`config.mk`:
```
export PLATFORM = sky130hd
export DESIGN_NAME = rf_writeback_queue
export DESIGN_NICKNAME = d
export VERILOG_FILES = /design/src/rtl/rf_writeback_queue.sv
export SDC_FILE = /design/constraint.sdc
export NUM_CORES = 1
export LEC_CHECK = 0
export ABC_CLOCK_PERIOD_IN_PS = 3450
export CAP_MARGIN = 20
export CORE_AREA = 4 4 175 177
export DETAILED_ROUTE_END_ITERATION = 16
export DIE_AREA = 0 0 179 181
export PLACE_DENSITY_LB_ADDON = 0.3
export RECOVER_POWER = 25
export SETUP_SLACK_MARGIN = 0.3
export SLEW_MARGIN = 20
export SYNTH_ARGS = -nofsm -noshare
export SYNTH_HDL_FRONTEND = slang
export SYNTH_SLANG_ARGS = --single-unit
```
`constraint.sdc`:
```
create_clock -name clk -period 3.45 [get_ports clk]
set_input_delay 0.69 -clock clk [delete_from_list [all_inputs] [get_ports clk]]
set_output_delay 0.69 -clock clk [all_outputs]
set_load 0.01 [all_outputs]
```
`src/rtl/rf_writeback_queue.sv`:
```
// -----------------------------------------------------------------------------
// rf_writeback_queue
//
// Purpose
//   Writer side of the 32 x DATA_W register file write port.
//   Two result sources share the single port:
//     - ALU results, which are never back-pressured.
//     - Load results, offered with a valid/ready handshake.
//   A load that cannot use the port waits in a small FIFO. The block also
//   exports a bitmap of destination registers that still have a live load
//   queued, so decode can detect hazards.
//
// Arbitration and ordering
//   - At most one register-file write is made per cycle.
//   - The ALU has priority. Otherwise the FIFO head pops.
//   - A younger ALU write to rd cancels every queued load to the same rd,
//     including a load that is accepted in the same cycle.
//   - A cancelled entry still pops in order, but it does not assert rf_we.
//
// Ports
//   clk        in   1             clock, all state updates on posedge
//   reset      in   1             asynchronous active-high clear
//   flush      in   1             synchronous queue clear; drops this cycle's inputs
//   alu_valid  in   1             ALU result present (always accepted)
//   alu_rd     in   5             ALU destination register
//   alu_data   in   DATA_W        ALU result
//   ld_valid   in   1             load result offered
//   ld_ready   out  1             FIFO can accept a load (state only)
//   ld_rd      in   5             load destination register
//   ld_data    in   DATA_W        load result
//   rf_we      out  1             register file write enable (registered)
//   rf_rd      out  5             register file destination (registered)
//   rf_wdata   out  DATA_W        register file write data (registered)
//   pending    out  32            bit r set while a live queued load targets xr
//   count      out  log2(DEPTH)+1 FIFO occupancy, cancelled entries included
// -----------------------------------------------------------------------------
module rf_writeback_queue #(
    parameter int DATA_W = 64,
    parameter int DEPTH  = 4
) (
    input  logic                     clk,
    input  logic                     reset,
    input  logic                     flush,
    input  logic                     alu_valid,
    input  logic [4:0]               alu_rd,
    input  logic [DATA_W-1:0]        alu_data,
    input  logic                     ld_valid,
    output logic                     ld_ready,
    input  logic [4:0]               ld_rd,
    input  logic [DATA_W-1:0]        ld_data,
    output logic                     rf_we,
    output logic [4:0]               rf_rd,
    output logic [DATA_W-1:0]        rf_wdata,
    output logic [31:0]              pending,
    output logic [$clog2(DEPTH):0]   count
);

    localparam int PTR_W = $clog2(DEPTH);
    localparam int CNT_W = PTR_W + 1;
    localparam logic [CNT_W-1:0] FULL = CNT_W'(DEPTH);

    // ------------------------------------------------------------------
    // Storage
    //   rd/data live in plain arrays that are written only on enqueue.
    //   Per-entry liveness is reset, because it gates pending and rf_we.
    // ------------------------------------------------------------------
    logic [4:0]        rd_q   [DEPTH];
    logic [DATA_W-1:0] data_q [DEPTH];
    logic [DEPTH-1:0]  live_q, live_d;

    logic [PTR_W-1:0]  head_q, head_d;
    logic [PTR_W-1:0]  tail_q, tail_d;
    logic [CNT_W-1:0]  count_q, count_d;

    logic              rf_we_q, rf_we_d;
    logic [4:0]        rf_rd_q, rf_rd_d;
    logic [DATA_W-1:0] rf_wdata_q, rf_wdata_d;

    // ------------------------------------------------------------------
    // Port arbitration
    //   An ALU write to x0 is a no-op and leaves the port free for the
    //   FIFO head. A load to x0 completes the handshake but is never stored.
    // ------------------------------------------------------------------
    logic alu_write;
    logic ld_push;
    logic head_pop;
    logic head_live;
    logic same_cycle_kill;

    assign ld_ready        = (count_q < FULL);
    assign alu_write       = alu_valid && (alu_rd != 5'd0);
    assign ld_push         = !flush && ld_valid && ld_ready && (ld_rd != 5'd0);
    assign head_pop        = !flush && !alu_write && (count_q != '0);
    assign head_live       = live_q[head_q];
    // The load accepted this cycle is older than the ALU result beside it.
    assign same_cycle_kill = alu_write && (ld_rd == alu_rd);

    // ------------------------------------------------------------------
    // Per-entry event decode
    // ------------------------------------------------------------------
    logic [DEPTH-1:0] cancel_hit;
    logic [DEPTH-1:0] pop_hit;
    logic [DEPTH-1:0] push_hit;

    generate
        for (genvar gi = 0; gi < DEPTH; gi++) begin : g_entry
            // Slots that are not occupied have live=0, so a stale rd match
            // on them does nothing.
            assign cancel_hit[gi] = alu_write && (rd_q[gi] == alu_rd);
            assign pop_hit[gi]    = head_pop && (head_q == PTR_W'(gi));
            assign push_hit[gi]   = ld_push && (tail_q == PTR_W'(gi));
        end
    endgenerate

    // ------------------------------------------------------------------
    // Liveness update
    //   The steps are applied in order: cancel, then pop, then push.
    //   The pushed slot can never also be the popped slot, because a push
    //   and a pop only share a slot when the FIFO is full, and then
    //   ld_ready is 0.
    // ------------------------------------------------------------------
    always_comb begin
        live_d = live_q;
        for (int i = 0; i < DEPTH; i++) begin
            if (cancel_hit[i]) begin
                live_d[i] = 1'b0;
            end
            if (pop_hit[i]) begin
                live_d[i] = 1'b0;
            end
            if (push_hit[i]) begin
                live_d[i] = !same_cycle_kill;
            end
        end
        if (flush) begin
            live_d = '0;
        end
    end

    // ------------------------------------------------------------------
    // Pointers and occupancy
    // ------------------------------------------------------------------
    always_comb begin
        head_d  = head_q;
        tail_d  = tail_q;
        count_d = count_q;
        if (flush) begin
            head_d  = '0;
            tail_d  = '0;
            count_d = '0;
        end else begin
            // The pointer width equals log2(DEPTH), so +1 wraps naturally.
            if (head_pop) begin
                head_d = head_q + 1'b1;
            end
            if (ld_push) begin
                tail_d = tail_q + 1'b1;
            end
            case ({ld_push, head_pop})
                2'b10:   count_d = count_q + 1'b1;
                2'b01:   count_d = count_q - 1'b1;
                default: count_d = count_q;
            endcase
        end
    end

    // ------------------------------------------------------------------
    // Registered write port
    //   rf_rd and rf_wdata hold their last values when no write is made.
    //   Only rf_we qualifies them.
    // ------------------------------------------------------------------
    always_comb begin
        rf_we_d    = 1'b0;
        rf_rd_d    = rf_rd_q;
        rf_wdata_d = rf_wdata_q;
        if (flush) begin
            rf_we_d = 1'b0;
        end else if (alu_write) begin
            rf_we_d    = 1'b1;
            rf_rd_d    = alu_rd;
            rf_wdata_d = alu_data;
        end else if (head_pop) begin
            // A cancelled head is dropped silently.
            rf_we_d = head_live;
            if (head_live) begin
                rf_rd_d    = rd_q[head_q];
                rf_wdata_d = data_q[head_q];
            end
        end
    end

    // ------------------------------------------------------------------
    // Pending bitmap
    //   This is built from state only. The bit for a load therefore drops
    //   in the cycle that rf_we presents that load.
    // ------------------------------------------------------------------
    always_comb begin
        pending = '0;
        for (int i = 0; i < DEPTH; i++) begin
            if (live_q[i]) begin
                pending[rd_q[i]] = 1'b1;
            end
        end
    end

    // ------------------------------------------------------------------
    // State registers
    // ------------------------------------------------------------------
    always_ff @(posedge clk or posedge reset) begin
        if (reset) begin
            live_q     <= '0;
            head_q     <= '0;
            tail_q     <= '0;
            count_q    <= '0;
            rf_we_q    <= 1'b0;
            rf_rd_q    <= 5'd0;
            rf_wdata_q <= '0;
        end else begin
            live_q     <= live_d;
            head_q     <= head_d;
            tail_q     <= tail_d;
            count_q    <= count_d;
            rf_we_q    <= rf_we_d;
            rf_rd_q    <= rf_rd_d;
            rf_wdata_q <= rf_wdata_d;
        end
    end

    // Payload storage has no reset. Entries are meaningful only while live.
    always_ff @(posedge clk) begin
        if (ld_push) begin
            rd_q[tail_q]   <= ld_rd;
            data_q[tail_q] <= ld_data;
        end
    end

    assign rf_we    = rf_we_q;
    assign rf_rd    = rf_rd_q;
    assign rf_wdata = rf_wdata_q;
    assign count    = count_q;

endmodule
```
# [Yosys cells after proc, flatten, opt, wreduce, memory -nomap -nowiden]
# Memories as Yosys holds them, arrays and structs flattened.
# Index checks and enable logic that the tools add are counted.
[totals] input_bits=143 reg_bits=81 ramBits=276 elab_cells=128 mem_count=2 output_inout_bits=106
[mem_list] name="data_q" words=4 word_bits=64 rd=1 rd_clocked_by_memory_dff=0 wr=1 line="68" source="logic [DATA_W-1:0] data_q [DEPTH];"
[mem_list] name="rd_q" words=4 word_bits=5 rd=5 rd_clocked_by_memory_dff=0 wr=1 line="67" source="logic [4:0] rd_q [DEPTH];"
[classes] bitwise=4 mux=44 n_eq_ne=13 n_reduce_logical=41 addsub=4 magnitude_cmp=10
[op_table] cell="2-to-1 mux 64 bit" n=3
[op_table] cell="2-to-1 mux 32 bit" n=4
[op_table] cell="OR 32 bit" n=3
[op_table] cell="== test 5 bit" n=5
[op_table] cell="< comparator 5 x 6 -> 1 bit, second input constant" n=4
[op_table] cell="logical AND 1 bit" n=23
[op_table] cell="2-to-1 mux 1 bit" n=22
[op_table] cell="demux 1 bit (select 5 bit)" n=4
[op_table] cell=">= comparator 5 x 1 -> 1 bit, second input constant" n=4
[op_table] cell="nonzero test 4 bit" n=4
[op_table] cell="2-to-1 mux 5 bit" n=3
[op_table] cell="== test 2 bit, second input constant" n=5
[op_table] cell="nonzero test 5 bit" n=2
[op_table] cell="2-to-1 mux 2 bit" n=4
[op_table] cell="nonzero test 2 bit" n=4
[op_table] cell="== test 2 x 1 -> 1 bit, second input constant" n=3
[op_table] cell="one-hot mux 3 bit (2 select lines)" n=1
[op_table] cell="nonzero test 3 bit" n=2
[op_table] cell="adder 2 x 1 -> 2 bit, second input constant" n=2
[op_table] cell="logical NOT 2 bit" n=2
[op_table] cell="2-to-1 mux 4 bit" n=1
[op_table] cell="adder 3 x 1 -> 3 bit, second input constant" n=1
[op_table] cell="logical NOT 1 bit" n=3
[op_table] cell="< comparator 2 x 3 -> 1 bit, second input constant" n=1
[op_table] cell="6 further kinds" n=6

# [Depth between registers and ports, before layout]
# Gate-level depths: netlist (run 1).
[logic_depth] word_depth=11 ltp_mapped=8 mapped_depth_nobuf=7

# [Worst setup path after synthesis (run 1)]
# OpenSTA, ideal clock, no wires.
[synth_timing] kind="input -> register" startpoint="in flush" endpoint="mem data_q[1][0], enable pin" slack_ns=-0.056 t_arrival_ns=3.072 required_ns=3.016 stages=4 n_path_buf=1 setup_ns=0.434 path_cell_list="inv_1 > o2111a_1 > buf_1 > and2_1"
[synth_between] elab_chain_len=6
[synth_lines] item="start: declaration" line="43" source="input logic flush,"
[synth_lines] item="logical NOT 1 bit" line="92" source="assign ld_push = !flush && ld_valid && ld_ready && (ld_rd != 5'd0);"
[synth_lines] item="logical AND 1 bit (3 in series)" line="92"
[synth_lines] item="2-to-1 mux 1 bit" line="231" source="if (ld_push) begin"
[synth_lines] item="2-to-1 mux 1 bit (not written as such)" line="233" source="data_q[tail_q] <= ld_data;"
[synth_lines] item="end: declaration" line="68"
# No other way between the ends.

==> out/qor.txt, run 1 <==
Outcome - completed
Async set or reset register ratio after synthesis - 0.227
Static Leak - 6.91 nW
Most common cell after layout, fill and taps aside - edfxtp_1
Max-slew violations - 0
Largest net degree at the start of global routing - 47
Post-Place Setup Slack - 0.254 ns
ANT nets after route - 0
Drt first-iter violations - 898
Arrival time at the worst endpoint - 2.49 ns
Initial Util - 0.528
Final period util - 0.922
Tightest Hold Check Type - register to register
Routed len/inst - 23.5 µm
Seq/Total Area, Yosys - 0.668
Clock transition at path regs - 0.06 ns
Residual DRC - 0
Syn Inst Count - 857
NetSw - 2.51 mW
Sw Share - 0.233
DRT Pass-1 Iters - 5
Yosys warnings - 0
Total global routing overflow - 0
Endpoint class of the critical path - primary output
Fin. Hold Viols - 0
Row Count - 63
Setup TNS - 0 ns
Worst-Skew Late Latency - 0.52 ns
Avg Synthesized Cell Area - 18.0 µm²
Die area - 32400 µm²
Total wire length - 36800 µm
Worst rel slew slack - 0.529
CP delay by family, top - buffers and inverters
Worst path max stage delay - 0.61 ns
Post-layout nets - 1291
Final setup viols - 0
Clk_skew - 0.0105 ns
Initial antenna violation count - 14
Clock buffer depth - 3
Via count - 9234
Yosys reg bits - 357
Int Power - 8.26 mW
Fin crit period - 3.18 ns
Share of cells above drive strength 1 - 0.229
CTS tree - done
Seq pwr share - 0.480
Worst slew pin tran - 0.707 ns
Worst Path Required - 2.76 ns
Crit path cell chain - buf_4 -> or3b_2 -> o221ai_1 -> clkdlybuf4s50_1
Hold Path Depth - 1
Clock share of power - 0.365
Top FF cell, synth - edfxtp_1
Largest fanout on the critical path - 10
Hpwl dp - 23900 µm
Most frequent cells in the layout - edfxtp_1 (276), clkdlybuf4s50_1 (190), dfrtp_1 (79)
Cell variety after synth - 51
CP Buf/Inv Count - 2
Syn nets - 1009
Comb pwr share - 0.155
CP Launch Type - register
First-pass GRT wire length - 56400 µm
Top-Level Pins - 249
Sink Count - 357
Fmax - 314 MHz
FF-to-FF path depth - 4
Total GRT Usage - 0.227
PD cells - 540 nW/µm²
Core ar. - 29200 µm²
IO buf count - 248
VDD IR max - 453 µV
CTS root buffer - clkbuf_16
Vias in the first global route - 9698
Area Growth Syn to Fin - 29.2%
Die height - 181 µm
Die Wd - 179 µm
Stages on the worst setup path - 4
Unrepaired setup endpoints after global routing - yes
CP max-delay cell - clkdlybuf4s50_1
Post-synthesis cell area - 15400 µm²
Max-Cap Viols - 0
Gpl congestion - 0.853
Vias per inst - 5.90
Num CTS Buffers - 38
Number of synthesized flops with an enable pin - 276
H-tree levels - 2
Setup slack after layout - 0.270 ns
Setup CP Type - register to primary output
[final timing paths]
kind,start,to,slack (ns)
setup / recovery,rd_q[3][2],pending[19],0.27
hold / removal,rf_wdata[8],rf_wdata[8],0.48
setup reg to reg,head_q[0],rf_wdata[2],0.97
hold reg to reg,rf_wdata[8],rf_wdata[8],0.48
max in group asynchronous,reset,rf_wdata[50],2.06
min in group asynchronous,reset,rf_wdata[21],0.55
[cell usage after synthesis (all sizes together) (4+ instances only)]
cell type	n	area (µm²)
xnor2	9	78.8
and3	5	31.3
edfxtp	276	8290
nand3	6	30.0
and2	4	25.0
nand3b	10	75.1
buf	26	174
dfrtp	81	2030
a21oi	6	33.8
o22ai	17	106
nor2	13	48.8
and3b	6	52.6
mux2i	11	110
xor2	19	166
nand2	16	60.1
mux4	70	1580
or3	5	31.3
or3b	7	61.3
a22oi	12	90.1
nor3b	8	60.1
a221o	17	170
ha	8	100
o221ai	12	105
mux2	129	1450
inv	13	48.8
nor3	8	40.0
clkbuf	31	116
o21ai	4	20.0
[metal layers]
metal | part of all wire | GRT usage | vias up
li1 | - | - | 4063
met5 | 0.0026 | 0 | -
met4 | 0.023 | 0.0614 | 16
met2 | 0.50 | 0.375 | 393
met3 | 0.076 | 0.0521 | 77
met1 | 0.39 | 0.306 | 4685
[through the flow]
stage	std cells	hold WS, ns	power [mW]	util	area, µm²
5_1_grt	1564	0.492	11.2	0.682	19900
3_5_place_dp	1472	0.474	6.94	0.633	18500
3_3_place_gp	1472	0.467	6.90	0.633	18500
2_1_floorplan	857	0.529	6.03	-	15400
6_report	1565	0.481	10.8	0.682	19900
4_1_cts	1550	0.487	10.9	0.678	19800
[power groups by stage]
stage	Combinational [mW]	Sequential, mW	Clock [mW]
CTS	1.71	5.17	4.02
global route	1.80	5.21	4.21
finish	1.67	5.17	3.93
global placement	1.66	5.24	0
detailed placement	1.69	5.25	0
floorplan	0.732	5.30	0
[worst register-to-register path, stage by stage (launching register included)]
cell and delay [ns]:
dfrtp_4 0.74, buf_4 0.45, mux4_2 0.60, mux2_2 0.28, mux2_1 0.29
[sequential cells by signal, summed over array words and instances (netlist names)]
register	cells
rf_rd	5
tail_q	2
count	3
live_q	4
rd_q	20
data_q	256
head_q	2
rf_wdata	64
rf_we	1
[logic make-up (layout without fill, tap and decap cells)]
| group | after synthesis | after routing | synth area share |
|---|---|---|---|
| AOI/OAI and AO/OA | 91 | 91 | 0.0476 |
| other | 0 | 7 | 0 |
| muxes | 210 | 210 | 0.203 |
| DFF | 357 | 357 | 0.668 |
| and+or+nand+nor | 92 | 92 | 0.0351 |
| adders and majority gates | 9 | 9 | 0.00778 |
| buffers and inverters | 70 | 381 | 0.0220 |
| xor gates and xnor gates | 28 | 28 | 0.0159 |
[area by class of cell]
class	count	area [µm²]
Antenna cell	7	17.5
Clock buffer	48	1040
Clock inverter	21	179
Fill cell	1955	9300
Inverter	13	50.0
Multi-Input combinational cell	430	4840
Sequential cell	357	10300
Tap cell	390	488
Timing Repair Buffer	299	3000
[what timing repair did]
action                     4_1_cts  5_1_grt
hold buffers                     0        0
setup buffers                    9        8
gates resized for setup          8        8
setup endpoints to repair       18       25
No activity file was read; power rests on OpenSTA's default activity.
==> run 2, diff against run 1 <==
CORE_AREA = 4 4 181 183   (was 4 4 175 177)
DIE_AREA = 0 0 185 187   (was 0 0 179 181)
==> run 2 against run 1 <==
Total power up 0.17%. Non-clock buffer count increased by 2. Clock skew grew 0.0056 ns. Largest cell class unchanged.
==> out/qor.txt, run 2 (synthesis gave the netlist of run 1 again) <==
Outcome - completed
Fin crit period - 3.09 ns (-0.0862 ns)
Final setup viols - 0 (unchanged)
Max-slew violations - 0 (unchanged)
ANT nets after route - 0 (unchanged)
Num CTS Buffers - 37 (-2.6%)
Sink Count - 357 (unchanged)
Tightest Hold Check Type - register to register
Hpwl dp - 23800 µm (-0.49%)
Clock buffer depth - 3 (unchanged)
Post-layout nets - 1292 (+0.077%)
Fin. Hold Viols - 0 (unchanged)
First-pass GRT wire length - 55800 µm (-1.0%)
Initial antenna violation count - 13 (-1)
VDD IR max - 450 µV (-0.52%)
CP Launch Type - register
Most frequent cells in the layout - edfxtp_1 (276), clkdlybuf4s50_1 (190), dfrtp_1 (78)
Top reg by flops - data_q
Routed len/inst - 23.0 µm (-2.1%)
Crit path cell chain - or3b_4 -> o22ai_1 -> a221o_1 -> clkdlybuf4s50_1
Finished Layout Cells - 1577 (+0.77%)
Vias in the first global route - 9529 (-1.7%)
Gpl congestion - 0.913 (+7.0%)
CTS tree - done
Total GRT Usage - 0.206 (-0.0204)
Fill count - 2201 (+13%)
Worst Path Required - 2.76 ns (about the same)
Largest fanout on the critical path - 8 (-2)
Arrival time at the worst endpoint - 2.40 ns (-0.09 ns)
Number of flip-flops in the largest register - 256 (unchanged)
DRT Pass-1 Iters - 6 (+1)
Area Growth Syn to Fin - 30.1%
Final period util - 0.897 (-0.0250)
CP max-delay cell - clkdlybuf4s50_1
Top-Level Pins - 249 (unchanged)
Max-Cap Viols - 0 (unchanged)
CTS root buffer - clkbuf_16
IO buf count - 248 (unchanged)
Post-Place Setup Slack - 0.229 ns (-0.0255 ns)
Drt first-iter violations - 802 (-11%)
Clk_skew - 0.0160 ns (+0.00556 ns)
Worst slew pin tran - 0.902 ns (+0.195 ns)
PD cells - 538 nW/µm² (-0.51%)
Die Wd - 185 µm (+3.4%)
Vias per inst - 5.82 (-1.4%)
Initial Util - 0.494 (-0.0336)
Placed cells - 1484 (+0.82%)
Die height - 187 µm (+3.3%)
Residual DRC - 0 (unchanged)
Endpoint class of the critical path - primary output
Row Count - 65 (+3.2%)
Worst rel slew slack - 0.398 (-0.131)
Worst path max stage delay - 0.54 ns (-0.07 ns)
Share of cells above drive strength 1 - 0.238 (+0.00836)
Setup CP Type - register to primary output
Unrepaired setup endpoints after global routing - yes
Largest net degree at the start of global routing - 70 (+49%)
Power Total - 10.8 mW (+0.17%)
Fmax - 323 MHz (+2.8%)
Most common cell after layout, fill and taps aside - edfxtp_1
Via count - 9177 (-0.62%)
Static Leak - 6.95 nW (+0.72%)
Core ar. - 31200 µm² (+6.8%)
Total global routing overflow - 0 (unchanged)
Clock transition at path regs - 0.06 ns (about the same)
Hold WS - 0.483 ns (+0.00215 ns)
H-tree levels - 2 (unchanged)
Die area - 34600 µm² (+6.8%)
Total wire length - 36300 µm (-1.4%)
Setup TNS - 0 ns (unchanged)
Worst-Skew Late Latency - 0.52 ns (about the same)
Setup slack after layout - 0.356 ns (+0.0862 ns)
==> run 2: final timing paths <==
kind                             start           end  slack [ns]  cells past startpoint
max in group asynchronous        reset  rf_wdata[59]        2.10                      3
min reg2reg                rf_wdata[0]   rf_wdata[0]        0.48                      1
min in group asynchronous        reset  rf_wdata[20]        0.66                      2
min                        rf_wdata[0]   rf_wdata[0]        0.48                      1
max                         rd_q[2][0]   pending[12]        0.36                      4
max reg2reg                  head_q[0]  rf_wdata[44]        1.01                      4
==> run 2: power breakdown <==
part,switching [mW],internal (mW)
Clock,1.60,2.34
Sequential,0.187,4.98
Combinational,0.692,0.994
==> run 2: layout make-up <==
| cell class | count | area, µm² | area share |
|---|---|---|---|
| repair buffers | 301 | 3070 | 0.153 |
| flip-flops and latches | 357 | 10300 | 0.514 |
| inverters | 13 | 50.0 | 0.00249 |
| diodes | 6 | 15.0 | 0.000748 |
| multi-input cells | 430 | 4880 | 0.243 |
| clock buffers | 53 | 1080 | 0.0537 |
| well taps | 402 | 503 | 0.0251 |
| clock inverters | 15 | 159 | 0.00791 |
==> run 2: repair_timing <==
item,4_1_cts,5_1_grt
setup endpoints to repair,11,26
buffers inserted,11,7
hold buffers,0,0
pin swaps,0,1
gates resized for setup,4,23
gates cloned,0,0
==> run 2: routing by layer <==
metal / routed length, µm / share of wire / GRT usage
met4: 719 / 0.020 / 0.0474
met5: 106 / 0.0029 / 0
met2: 17800 / 0.49 / 0.337
met1: 14800 / 0.41 / 0.284
met3: 2900 / 0.080 / 0.0504
==> run 2: through the flow <==
| stage | util | area (µm²) |
|---|---|---|
| after floorplan | - | 15400 |
| after CTS | 0.637 | 19900 |
| after global routing | 0.642 | 20100 |
| final | 0.643 | 20100 |
| after detailed placement | 0.595 | 18600 |
| after global placement | 0.595 | 18600 |
==> run 2: critical path, delay by kind of cell, from the launching register on <==
family / cells / cell delay (ns)
compound gates: 2 / 0.35
flops: 1 / 0.50
buf+inv: 1 / 0.54
simple gates: 1 / 0.51
==> run 3, diff against run 2 <==
GPL_TIMING_DRIVEN = 1   (was default)
PLACE_DENSITY = 0.74   (was default)
PLACE_DENSITY_LB_ADDON = default   (was 0.3)
==> run 3 against run 2 <==
Register-to-register slack gained 0.12 ns. Cell area grew 0.44%. Critical endpoint is now pending[15]. Final cell count grew 0.89%.
==> out/qor.txt, run 3 (synthesis gave the netlist of run 1 again) <==
PD cells - 537 nW/µm² (about the same)
Unrepaired setup endpoints after global routing - yes
Int Power - 8.33 mW (+0.20%)
Final core utilization - 0.646 (+0.00280)
Via count - 9215 (+0.41%)
Worst Path Required - 2.76 ns (about the same)
Sw Share - 0.231 (+0.00133)
Static Leak - 7.00 nW (+0.63%)
Gpl congestion - 0.900 (-1.4%)
Fmax - 321 MHz (-0.74%)
Fin. Hold Viols - 0 (unchanged)
Worst path most repeated cell - buf_4
Clock buffer depth - 3 (unchanged)
Die Wd - 185 µm (unchanged)
VDD IR max - 525 µV (+17%)
Total global routing overflow - 0 (unchanged)
Placed cells - 1486 (+0.13%)
Worst rel slew slack - 0.588 (+0.190)
Vias per inst - 5.79 (-0.47%)
Worst slew pin tran - 0.618 ns (-0.285 ns)
CP Launch Type - register
Largest fanout on the critical path - 6 (-2)
Vias in the first global route - 9842 (+3.3%)
Area Growth Syn to Fin - 30.6%
Top-Level Pins - 249 (unchanged)
Outcome - completed
ANT nets after route - 0 (unchanged)
Endpoint class of the critical path - primary output
Core ar. - 31200 µm² (unchanged)
Finished Layout Cells - 1591 (+0.89%)
DRT Pass-1 Iters - 5 (-1)
IO buf count - 248 (unchanged)
Crit path cell chain - buf_4 -> buf_4 -> nand3b_1 -> o22ai_1 -> a221o_1 -> clkdlybuf4s50_1
Max-slew violations - 0 (unchanged)
Num CTS Buffers - 37 (unchanged)
Hold Path Depth - 1 (unchanged)
Clock share of power - 0.367 (+0.002)
Comb pwr share - 0.158 (+0.002)
Final setup viols - 0 (unchanged)
Total wire length - 36800 µm (+1.3%)
Share of cells above drive strength 1 - 0.244 (+0.00607)
Arrival time at the worst endpoint - 2.43 ns (+0.03 ns)
Clock transition at path regs - 0.06 ns (about the same)
Residual DRC - 0 (unchanged)
Fin crit period - 3.12 ns (+0.0231 ns)
Die height - 187 µm (unchanged)
Setup CP Type - register to primary output
Final period util - 0.903 (+0.00669)
Largest net degree at the start of global routing - 74 (+5.7%)
Most frequent cells in the layout - edfxtp_1 (276), clkdlybuf4s50_1 (193), dfrtp_1 (79)
Fill count - 2188 (-0.59%)
Most common cell after layout, fill and taps aside - edfxtp_1
CP max-delay cell - edfxtp_1
FF-to-FF path depth - 4 (unchanged)
Sink Count - 357 (unchanged)
Worst path max stage delay - 0.52 ns (-0.02 ns)
Initial antenna violation count - 13 (unchanged)
CTS tree - done
Clk_skew - 0.0141 ns (-0.00192 ns)
Total GRT Usage - 0.210 (+0.00355)
Tightest Hold Check Type - register to register
Hpwl dp - 24500 µm (+2.9%)
Initial Util - 0.494 (unchanged)
CTS root buffer - clkbuf_16
Drt first-iter violations - 503 (-37%)
Setup TNS - 0 ns (unchanged)
Area of the multi-input gates - 4860 µm² (-0.49%)
NetSw - 2.50 mW (+0.95%)
First-pass GRT wire length - 56600 µm (+1.5%)
Seq pwr share - 0.475 (-0.004)
Routed len/inst - 23.1 µm (+0.43%)
Row Count - 65 (unchanged)
Max-Cap Viols - 0 (unchanged)
Number of flip-flops in the largest register - 256 (unchanged)
Die area - 34600 µm² (unchanged)
Post-layout nets - 1309 (+1.3%)
H-tree levels - 2 (unchanged)
Worst-Skew Late Latency - 0.52 ns (about the same)
Power Total - 10.8 mW (+0.37%)
Top reg by flops - data_q
Register area - 10300 µm² (about the same)
==> run 3: cell types whose count changed in the layout (fill, tap and decap cells not counted), moves of 2 or more <==
cell | before | now
clkdlybuf4s50_1 | 190 | 193
diode_2 | 6 | 4
buf_4 | 39 | 56
dlymetal6s2s_1 | 5 | 3
nor3_1 | 6 | 8
clkbuf_1 | 8 | 6
nor3_2 | 2 | 0
==> run 3: power by group through the flow <==
| stage | combinational [mW] | sequential (mW) | clock (mW) |
|---|---|---|---|
| floorplan | 0.732 | 5.30 | 0 |
| global placement | 1.70 | 5.23 | 0 |
| detailed placement | 1.72 | 5.24 | 0 |
| CTS | 1.74 | 5.16 | 4.07 |
| global route | 1.84 | 5.18 | 4.29 |
| finish | 1.71 | 5.15 | 3.97 |
==> run 3: worst paths after layout <==
kind,start,to,slack [ns]
max,rd_q[2][2],pending[15],0.33
min,rf_wdata[60],rf_wdata[60],0.48
max reg2reg,head_q[0],rf_wdata[35],1.13
min reg2reg,rf_wdata[60],rf_wdata[60],0.48
max in group asynchronous,reset,rf_wdata[55],2.21
min in group asynchronous,reset,rf_we,0.58
==> run 3: layout make-up <==
type                    count  area share
diodes                      4    0.000496
clock buffers              49      0.0511
clock inverters            18     0.00987
inverters                  13     0.00254
multi-input cells         430       0.241
flip-flops and latches    357       0.512
well taps                 402      0.0249
repair buffers            318       0.158
==> run 3: worst max-delay path, delay by kind of cell, from the launching register on <==
| kind | cells | cell delay, ns |
|---|---|---|
| compound gates | 2 | 0.42 |
| flops | 1 | 0.52 |
| simple gates | 1 | 0.14 |
| buf+inv | 3 | 0.83 |
==> run 3: per-stage QoR <==
step | hold WS, ns | setup slack (ns) | area (µm²)
2_1_floorplan | 0.529 | 0.680 | 15400
3_3_place_gp | 0.466 | 0.312 | 18600
3_5_place_dp | 0.474 | 0.307 | 18600
4_1_cts | 0.487 | 0.227 | 19900
5_1_grt | 0.493 | 0.263 | 20200
6_report | 0.480 | 0.333 | 20200
==> run 3: per-layer routing <==
layer,wire length [µm],GRT usage,vias to the layer above,part of all wire
met2,17700,0.338,383,0.48
met5,120,0,-,0.0033
met3,2930,0.0589,111,0.080
met1,15000,0.279,4631,0.41
met4,1050,0.0678,20,0.029
li1,-,-,4070,-
==> run 3: what timing repair did <==
item,in CTS,in global routing
hold buffers,0,0
setup endpoints to repair,19,28
pin swaps,0,1
gates resized for setup,4,15
endpoints found under the hold margin,0,0
buffers inserted,13,21
==> RTL change (flow settings as in run 3) <==
Change the parameter `DATA_W` from 64 to 32.
--- a/src/rtl/rf_writeback_queue.sv
+++ b/src/rtl/rf_writeback_queue.sv
@@ -35,7 +35,7 @@
 //   count      out  log2(DEPTH)+1 FIFO occupancy, cancelled entries included
 // -----------------------------------------------------------------------------
 module rf_writeback_queue #(
-    parameter int DATA_W = 64,
+    parameter int DATA_W = 32,
     parameter int DEPTH  = 4
 ) (
     input  logic                     clk,
Interface: changed (resized alu_data, ld_data and rf_wdata); port bits go from 249 to 153. The function was not compared with the original's and may differ.
==> RTL change against run 3 <==
  * Sequential cell count fell by 160
  * Setup slack worse by 61 ps
  * Synthesized cell count fell by 28%
  * Largest power group unchanged
  * Routed wire length down 32%
  * Highest routed layer unchanged
  * Synthesized area fell by 39%
  * Combinational power shrank 29%
  * Design area shrank 39%
  * Total power down 43%
  * Critical path type unchanged
==> RTL change: results (changes against run 3) <==
set qor(run_status) {finished, final reports clean}
set qor(synthesis.nets) 709 ;# -30%
set qor(clockBufferCount) 19 ;# -61%
set qor(power.sequential.total_uw) 2880 ;# -44%
set qor(post-place-ws_ps) 304 ;# -2.94 ps
set qor(clock_insertion_delay_at_the_later_pin_of_the_skew_report_ps) 420 ;# -100 ps
set qor(grt_pass1_wl_um) 37900 ;# -33%
set qor(synth.ff_latch_count) 197 ;# -45%
set qor(synth_edf_count) 148 ;# -46%
set qor(via_density) 5.16 ;# -11%
set qor(power_clock_uw) 2050 ;# -48%
set qor(wl_met2_um) 12200 ;# -31%
set qor(clock_skew_ps) 11.2 ;# -2.85 ps
set qor(layout.cell_area.non_filler_um2) 12300 ;# -39%
set qor(startpoint) {rd_q[1][0]}
set qor(clk_path_buf_depth) 2 ;# -1
set qor(synthTopCellsByCount) {148 x edfxtp_1, 50 x mux2_2, 49 x dfrtp_1, 38 x mux4_2, 31 x clkbuf_1}
set qor(finalWirelength_um) 24800 ;# -32%
set qor(detailroute.wirelength.met3_um) 1590 ;# -46%
set qor(critPathMaxStageDelay_ps) 610 ;# +90 ps
set qor(grt.met1_usage_pct) 18.3 ;# -9.6 points
set qor(num-nonclk-inverters) 25 ;# +12
set qor(crit_end) {pending[4]}
set qor(numCtsBuffers) 17 ;# -54%
set qor(clock_tree.htree_level_count) 4 ;# +2
set qor(buf_share_pct) 15.6 ;# -0.24 points
set qor(synth.yosys.seq_area_share_pct) 59.9 ;# -6.9 points
set qor(number_of_port_buffers) 152 ;# -39%
set qor(clock_cell_area_share_pct) 4.94 ;# -1.2 points
set qor(num_vias) 6217 ;# -33%
set qor(number_of_library_cell_types_mapped_by_synthesis) 49 ;# -3.9%
set qor(detail_route.iter0.violations) 545 ;# +8.3%
set qor(timing.critical_path.slowest_stage_cell) {clkdlybuf4s50_1}
set qor(detailed_place_hpwl_um) 16400 ;# -33%
set qor(post_synth_main_area_contributors) {edfxtp_1 47%, dfrtp_1 13%, mux4_2 9.0%}
set qor(use_met2_pct) 23.4 ;# -10 points
set qor(vdd_drop_max_mv) 0.380 ;# -28%
set qor(worstRegToRegCells) 5 ;# +1
set qor(synth_async_sr_flop_share_pct) 24.9 ;# +2.2 points
RTL change: worst min path at each step:
stage / from / to / slack [ps] / cells past startpoint
after floorplan: tail_q[1] / tail_q[1] / 540 / 2
after global placement: rf_wdata[9] / rf_wdata[9] / 490 / 1
after detailed placement: rf_wdata[4] / rf_wdata[4] / 490 / 1
after CTS: rf_wdata[10] / rf_wdata[10] / 510 / 1
after global routing: rf_wdata[18] / rf_wdata[18] / 530 / 1
final: rf_wdata[10] / rf_wdata[10] / 510 / 1
RTL change: kinds of logic (layout without fill, tap and decap cells):
logic type	count (synthesis)	count (layout)	share of synthesized area, %
flip-flops	197	197	59.9
multiplexers	113	113	18.4
AND/OR/NAND/NOR	106	106	6.64
AO/OA/AOI/OAI	92	92	7.74
buffers and inverters	75	255	3.36
XOR/XNOR	29	29	2.68
adder cells (fa/ha/maj)	9	9	1.27
other	0	1	0
RTL change: repair_timing:
item | CTS | global route
gates resized for setup | 4 | 8
setup buffers | 3 | 19
endpoints found under the setup margin | 5 | 20
